==> src/rtl/sv_interface_impl_vif.sv <==
// Method-invocation endpoint: registers with the upstream endpoint, then serves inc/blocking calls.
// Optional call tracing is compiled in when SV_IFIMPL_TRACE_EN is defined.
module sv_interface_impl_vif #(
  parameter logic [31:0] INST_ID   = 32'd0,
  parameter logic [31:0] TYPE_ID   = 32'd0,
  parameter int          ID_W      = 16,
  parameter int          BLOCK_LAT = 4
) (
  input  logic            clock,
  input  logic            reset,
  output logic            def_valid,
  output logic [31:0]     def_inst_id,
  output logic [31:0]     def_type_id,
  input  logic            def_ready,
  input  logic            def_nack,
  input  logic            req_valid,
  output logic            req_ready,
  input  logic [ID_W-1:0] req_id,
  input  logic            req_blocking,
  input  logic [31:0]     req_param,
  output logic            rsp_valid,
  input  logic            rsp_ready,
  output logic            rsp_has_val,
  output logic [31:0]     rsp_val,
  output logic [7:0]      rsp_width,
  output logic            rsp_error,
  output logic            fault,
  output logic [31:0]     inc_count,
  output logic [15:0]     err_count
);

  typedef enum logic [2:0] {
    S_REG     = 3'd0,
    S_IDLE    = 3'd1,
    S_EXEC_NB = 3'd2,
    S_EXEC_B  = 3'd3,
    S_RESP    = 3'd4,
    S_FAULT   = 3'd5
  } state_t;

  localparam logic [7:0] LP_LAST = 8'(BLOCK_LAT - 1);

  state_t          r_state;
  logic            r_def_valid;
  logic            r_req_ready;
  logic            r_rsp_valid;
  logic            r_rsp_has_val;
  logic [31:0]     r_rsp_val;
  logic [7:0]      r_rsp_width;
  logic            r_rsp_error;
  logic            r_fault;
  logic [31:0]     r_inc_count;
  logic [15:0]     r_err_count;
  logic [ID_W-1:0] r_id;
  logic [31:0]     r_param;
  logic [7:0]      r_lat_cnt;

  assign def_inst_id = INST_ID;
  assign def_type_id = TYPE_ID;
  assign def_valid   = r_def_valid;
  assign req_ready   = r_req_ready;
  assign rsp_valid   = r_rsp_valid;
  assign rsp_has_val = r_rsp_has_val;
  assign rsp_val     = r_rsp_val;
  assign rsp_width   = r_rsp_width;
  assign rsp_error   = r_rsp_error;
  assign fault       = r_fault;
  assign inc_count   = r_inc_count;
  assign err_count   = r_err_count;

  always_ff @(posedge clock or posedge reset) begin
    if (reset) begin
      r_state       <= S_REG;
      r_def_valid   <= 1'b0;
      r_req_ready   <= 1'b0;
      r_rsp_valid   <= 1'b0;
      r_rsp_has_val <= 1'b0;
      r_rsp_val     <= 32'd0;
      r_rsp_width   <= 8'd0;
      r_rsp_error   <= 1'b0;
      r_fault       <= 1'b0;
      r_inc_count   <= 32'd0;
      r_err_count   <= 16'd0;
      r_id          <= '0;
      r_param       <= 32'd0;
      r_lat_cnt     <= 8'd0;
    end else begin
      case (r_state)
        S_REG: begin
          // The upstream answer only counts once our request is visible; nack beats ready.
          if (r_def_valid && def_nack) begin
            r_def_valid <= 1'b0;
            r_fault     <= 1'b1;
            r_state     <= S_FAULT;
`ifdef SV_IFIMPL_TRACE_EN
            $display("Error: no default endpoint");
`endif
          end else if (r_def_valid && def_ready) begin
            r_def_valid <= 1'b0;
            r_req_ready <= 1'b1;
            r_state     <= S_IDLE;
          end else begin
            r_def_valid <= 1'b1;
          end
        end
        S_IDLE: begin
          if (req_valid) begin
            r_id        <= req_id;
            r_param     <= req_param;
            r_req_ready <= 1'b0;
            r_lat_cnt   <= 8'd0;
            if (req_blocking) begin
              r_state <= S_EXEC_B;
`ifdef SV_IFIMPL_TRACE_EN
              $display("invoke_b");
`endif
            end else begin
              r_state <= S_EXEC_NB;
            end
          end
        end
        S_EXEC_NB: begin
          if (r_id == '0) begin
            r_rsp_val     <= r_param + 32'd1;
            r_rsp_has_val <= 1'b1;
            r_rsp_width   <= 8'd32;
            r_inc_count   <= r_inc_count + 32'd1;
`ifdef SV_IFIMPL_TRACE_EN
            $display("inc %0d", $signed(r_param));
`endif
          end else begin
            r_rsp_error <= 1'b1;
            if (r_err_count != 16'hFFFF) begin
              r_err_count <= r_err_count + 16'd1;
            end
`ifdef SV_IFIMPL_TRACE_EN
            $display("Error: unknown method id %0d", r_id);
`endif
          end
          r_state <= S_RESP;
        end
        S_EXEC_B: begin
          // Response fields are already null from the previous handshake or reset.
          if (r_lat_cnt == LP_LAST) begin
            r_state <= S_RESP;
          end else begin
            r_lat_cnt <= r_lat_cnt + 8'd1;
          end
        end
        S_RESP: begin
          // Fields were settled on entry; valid follows one cycle later and holds until taken.
          if (!r_rsp_valid) begin
            r_rsp_valid <= 1'b1;
          end else if (rsp_ready) begin
            r_rsp_valid   <= 1'b0;
            r_rsp_has_val <= 1'b0;
            r_rsp_val     <= 32'd0;
            r_rsp_width   <= 8'd0;
            r_rsp_error   <= 1'b0;
            r_req_ready   <= 1'b1;
            r_state       <= S_IDLE;
          end
        end
        S_FAULT: begin
          r_fault     <= 1'b1;
          r_req_ready <= 1'b0;
        end
        default: begin
          r_state <= S_REG;
        end
      endcase
    end
  end

endmodule

==> config.mk <==
export PLATFORM = sky130hd
export DESIGN_NAME = sv_interface_impl_vif
export DESIGN_NICKNAME = d
export VERILOG_FILES = /design/src/rtl/sv_interface_impl_vif.sv
export SDC_FILE = /design/constraint.sdc
export NUM_CORES = 1
export LEC_CHECK = 0
export CAP_MARGIN = 5
export CORE_MARGIN = 2
export CORE_UTILIZATION = 58
export CTS_CLUSTER_SIZE = 14
export DETAILED_ROUTE_END_ITERATION = 10
export DONT_BUFFER_PORTS = 1
export GPL_TIMING_DRIVEN = 0
export PLACE_DENSITY = 0.73
export SLEW_MARGIN = 20
export SYNTH_ARGS = -nofsm -noshare
export SYNTH_HDL_FRONTEND = slang
export SYNTH_SLANG_ARGS = --single-unit
==> constraint.sdc <==
create_clock -name clock -period 4.8 [get_ports clock]
set_clock_uncertainty 0.05 [all_clocks]
set_input_delay 0.72 -clock clock [delete_from_list [all_inputs] [get_ports clock]]
set_output_delay 0.72 -clock clock [all_outputs]
set_load 0.02 [all_outputs]
Word-level counts from Yosys, hierarchy flattened
Cells that the tools add are included.
{"block": "classes", "add_sub_neg": 4, "n_eq_ne": 18, "muxes": 37, "n_bitwise": 2, "n_reduce_logical": 17}
{"operator": "$mux 32", "count": 3}
{"operator": "$add 32x1->32 const B", "count": 2}
{"operator": "$pmux 32 s2", "count": 1}
{"operator": "$mux 8", "count": 5}
{"operator": "$pmux 8 s2", "count": 2}
{"operator": "$ne 2x2->1 const B", "count": 10}
{"operator": "$mux 3", "count": 6}
{"operator": "$pmux 3 s6", "count": 1}
{"operator": "$add 16x1->16 const B", "count": 1}
{"operator": "$logic_not 16->1", "count": 1}
{"operator": "$ne 16x16->1 const B", "count": 1}
{"operator": "$mux 1", "count": 15}
{"operator": "$reduce_and 6->1", "count": 2}
{"operator": "$add 8x1->8 const B", "count": 1}
{"operator": "$eq 8x2->1 const B", "count": 1}
{"operator": "$reduce_and 4->1", "count": 2}
{"operator": "$eq 3x2->1 const B", "count": 2}
{"operator": "$eq 3x3->1 const B", "count": 2}
{"operator": "$pmux 1 s2", "count": 3}
{"operator": "$reduce_and 2->1", "count": 3}
{"operator": "$reduce_and 3->1", "count": 2}
{"operator": "$reduce_bool 2->1", "count": 3}
{"operator": "$pmux 1 s4", "count": 1}
{"operator": "$reduce_bool 4->1", "count": 1}
{"operator": "other kinds (5)", "count": 7}
{"block": "word_totals", "regBits": 153, "input_bits": 55, "output_inout_bits": 158, "wordCells": 92}

Logic depth before layout (Yosys ltp)
{"block": "logic_depth", "ltp_word": 4, "ltp_mapped": 7, "depth_no_buf": 6}

Worst setup path after synthesis
Ideal clock, no wire load.
{"block": "synth_path", "path_kind": "register to register", "start": "register r_lat_cnt[0]", "end": "register r_state[2]", "setup_ps": 128, "t_arrival_ps": 1882, "slack_ps": 2741, "stages_incl_launch_ff": 7, "path_buffers": 1, "cell_sequence": "dfrtp_1 > ha_1 > or4b_1 > o41ai_2 > buf_2 > o211ai_1 > mux2_1"}
{"block": "synth_via", "elab_chain_cells": 3}
{"element": "start, declared", "line": "56", "rtl": "logic [7:0] r_lat_cnt;"}
{"element": "start signal, assigned", "line": "147", "rtl": "r_lat_cnt <= r_lat_cnt + 8'd1;"}
{"element": "$eq 8x2->1", "line": "144", "rtl": "if (r_lat_cnt == LP_LAST) begin"}
{"element": "$ne 2x2->1 (no line)"}
{"element": "$reduce_and 6->1 (no line)"}
{"element": "end signal, assigned", "line": "140", "rtl": "r_state <= S_RESP;"}
{"element": "end signal, assigned", "line": "145", "rtl": "r_state <= S_RESP;"}
{"element": "end signal, assigned", "line": "161", "rtl": "r_state <= S_IDLE;"}
{"element": "end, declared", "line": "43", "rtl": "state_t r_state;"}
No other way between the ends.
A chain may end at the register's enable or synchronous reset.

Worst setup path after layout
{"block": "layout_path", "start": "register r_id[0]", "end": "register r_rsp_val[6], in the netlist rsp_val[6]"}
{"block": "layout_via", "elab_chain_cells": 3}
{"element": "start, declared", "line": "54", "rtl": "logic [ID_W-1:0] r_id;"}
{"element": "start signal, assigned", "line": "108", "rtl": "r_id <= req_id;"}
{"element": "$logic_not 16->1", "line": "123", "rtl": "if (r_id == '0) begin"}
{"element": "$ne 2x2->1 (no line)"}
{"element": "$reduce_and 4->1 (no line)"}
{"element": "end signal, assigned", "line": "124", "rtl": "r_rsp_val <= r_param + 32'd1;"}
{"element": "end, declared", "line": "48", "rtl": "logic [31:0] r_rsp_val;"}
No other way between the ends.

==> impl_metrics.yaml <==
logic_synthesis:
  synth_edf_count: 0
  yosysSeqAreaShare_pct: 49.9
  synth_cell_types: 50
  yosys_most_used_dff: "dfrtp_1"
  yosysTopAreaCell: "dfrtp_1"
  synth.avg_cell_area_sq_um: 9.53
  synth_cells: 763
  yosysMostFrequentCell: "nand2_1"
  synthArstFlopShare_pct: 100
  synthesis.area_sq_mm: 0.00727
  ys_top_cells_by_area: "dfrtp_1 50%, nand2_1 9.4%, xnor2_1 7.7%"
  synth_commonest_cells: "183 x nand2_1, 145 x dfrtp_1, 72 x buf_4"
  synth-seq-cells: 145
  ys_warn_count: 0
  synthDominantCellAreaShare_pct: 49.9
clocking:
  clkTransAtPathRegs_ns: 0.06
  ctsResizeCount: 0
  clkLatencyLatePin_ns: 0.42
  post_cts_buffers: 0
  numCtsBuffers: 17
  cts_max_level: 4
  cts_hold_buf: 0
  cts_root_buffer: "clkbuf_16"
  clockBufferDepth: 2
  clkSinkCount: 145
  cts_tree: "yes"
timing:
  hold_violations: 0
  setup_viol: 0
  fmax_mhz: 384
  worst_pin_slew_ns: 0.672
  fin_crit_sh_pct: 54.3
  hold_slack_ns: 0.132
  max_slew_margin_pct: 54.8
  slew_viol_final: 0
  min_period_ns: 2.60
  grt_setup_unrepaired: "no"
  fin_ws_ns: 2.20
setup_path:
  slowest_stage: "nor4_1"
  cp-start-kind: "flip-flop"
  cp_common_cell: "clkbuf_1"
  critPathMaxFanout: 10
  end_kind: "flip-flop"
  cp_data_required_time_ns: 5.03
  r2r-start: "r_id[0]"
  path_cells: "nor4_1 > nand2_1 > or2_1 > clkbuf_1 > clkbuf_1 > nand3_1 > o21ai_1"
  setup.worst_path.class: "reg2reg"
  r2r-end: "rsp_val[6]"
  rr_worst_depth: 7
  slowest_delay_ns: 0.62
  crit_end: "rsp_val[6]"
  crit_path_start: "r_id[0]"
  crit_arrival_ns: 2.84
  reg2reg_setup_slack_ns: 2.20
floorplanning:
  die_w_um: 116
  floorplan.initialDensity_pct: 60.0
  die_h_um: 116
  die_area_sq_mm: 0.0134
  ios: 213
  rows: 40
  core_area_sq_mm: 0.0121
grt:
  grt_max_degree: 74
  antenna_found_initial: 0
  gr-total-overflow: 0
  grt_pass1_wl_um: 25300
  grt_util_all_layers_pct: 24.4
  grt_pass1_vias: 5301
min_path:
  hold_class: "in2async"
layout:
  drive_above_1_share_pct: 14.8
  syn_to_final_growth_pct: 15.0
  final_nets: 912
  diodes: 0
  fin_util_pct: 69.0
routing:
  post_drt_wl_per_cell_um: 15.3
  vias: 5402
  route.final.wire_length_um: 15800
  routed_via_density: 5.23
  drtPass1Iterations: 5
  drt-initial-drc-count: 300
  drc_errors: 0
  antenna_left: 0
power:
  power_mw: 4.06
  switchingPower_mw: 1.37
  power_per_cell_area_mw_per_mm2: 485
  pwr-share-clk_pct: 32.0
  swShare_pct: 33.8
  p_comb_share_pct: 22.2
  pwr-share-seq_pct: 45.8
  power_leakage_nw: 3.98
  ir_worst_vdd_mv: 0.304
  p_int_mw: 2.69
run_status:
  status: "complete, no violations"
placed_design:
  dpl.hpwl_um: 11900
  place_ws_ns: 2.18
  gp_congestion: 0.814
  portBuffers: 0
flow_run:
  maxCapViolations: 0
## stage by stage
stage / area, sq um / TNS [ns] / std cells
floorplan: 7530 / 0 / 833
global placement: 7740 / -167.24 / 1001
detailed placement: 7780 / 0 / 1002
CTS: 8360 / 0 / 1033
global route: 8360 / 0 / 1033
finish: 8360 / 0 / 1033
## power groups by stage
stage          Combinational [mW]  Clock (mW)  Sequential [mW]
2_1_floorplan               0.742           0             1.79
3_3_place_gp                0.869           0             1.86
3_5_place_dp                0.903           0             1.87
4_1_cts                     0.908        1.31             1.85
5_1_grt                      1.04        1.38             1.90
6_report                    0.902        1.30             1.86
## sequential cells by signal (all words and copies together), names as in the netlist
signal / cells
r_param: 32
req_ready: 1
inc_count: 32
rsp_error: 1
r_lat_cnt: 8
err_count: 16
r_state: 3
rsp_valid: 1
rsp_width: 1
def_valid: 1
r_id: 16
rsp_val: 32
fault: 1
## critical path, delay by kind of cell, from the launching register on
family | cells | cell delay (ns)
and+or+nand+nor | 4 | 1.42
AOI/OAI and AO/OA | 1 | 0.07
DFF | 1 | 0.38
buffers and inverters | 2 | 0.56
## layout make-up
cell class	instances	area (sq um)
fillers	961	3750
flip-flops and latches	145	3630
multi-input cells	576	3200
plain buffers	101	659
clock buffers	25	475
well taps	168	210
clock inverters	6	105
inverters	11	48.8
repair buffers	1	27.5
## logic make-up after synthesis
logic type                 after synthesis  share of synthesized area, %
muxes                                    4                         0.619
AOI/OAI and AO/OA                       58                          5.04
buffers and inverters                  112                          9.64
adders and majority gates                4                         0.688
DFF                                    145                          49.9
xor gates and xnor gates                80                          9.64
other                                    1                        0.0516
and+or+nand+nor                        359                          24.4
## worst min path at each step
stage            start          end  slack (ns)  cells past startpoint
3_3_place_gp   r_id[9]      r_id[9]        0.41                      2
5_1_grt          reset  rsp_val[10]        0.18                      1
4_1_cts          reset  rsp_val[10]        0.16                      1
6_report         reset  rsp_val[10]        0.13                      1
3_5_place_dp   r_id[9]      r_id[9]        0.41                      2
2_1_floorplan  r_id[0]      r_id[0]        0.40                      2
## cell usage in the layout, fill, tap and decap left out, drive strengths merged, types with 16 or more instances in the layout
cell and count:
conb 71, nand2 183, dfrtp 145, xnor2 64, nor2 21, nand4 21
o21ai 40, nor3 16, buf 78, xor2 16, nand3 65, clkbuf 49
## per-layer routing
layer,global-route usage [%],vias to the layer above,wire [um]
li1,-,2601,-
met1,28.9,2589,6130
met2,39.7,180,7780
met3,10.3,32,1520
met4,9.44,0,342
met5,0,-,0
No activity file was read; power rests on OpenSTA's default activity.
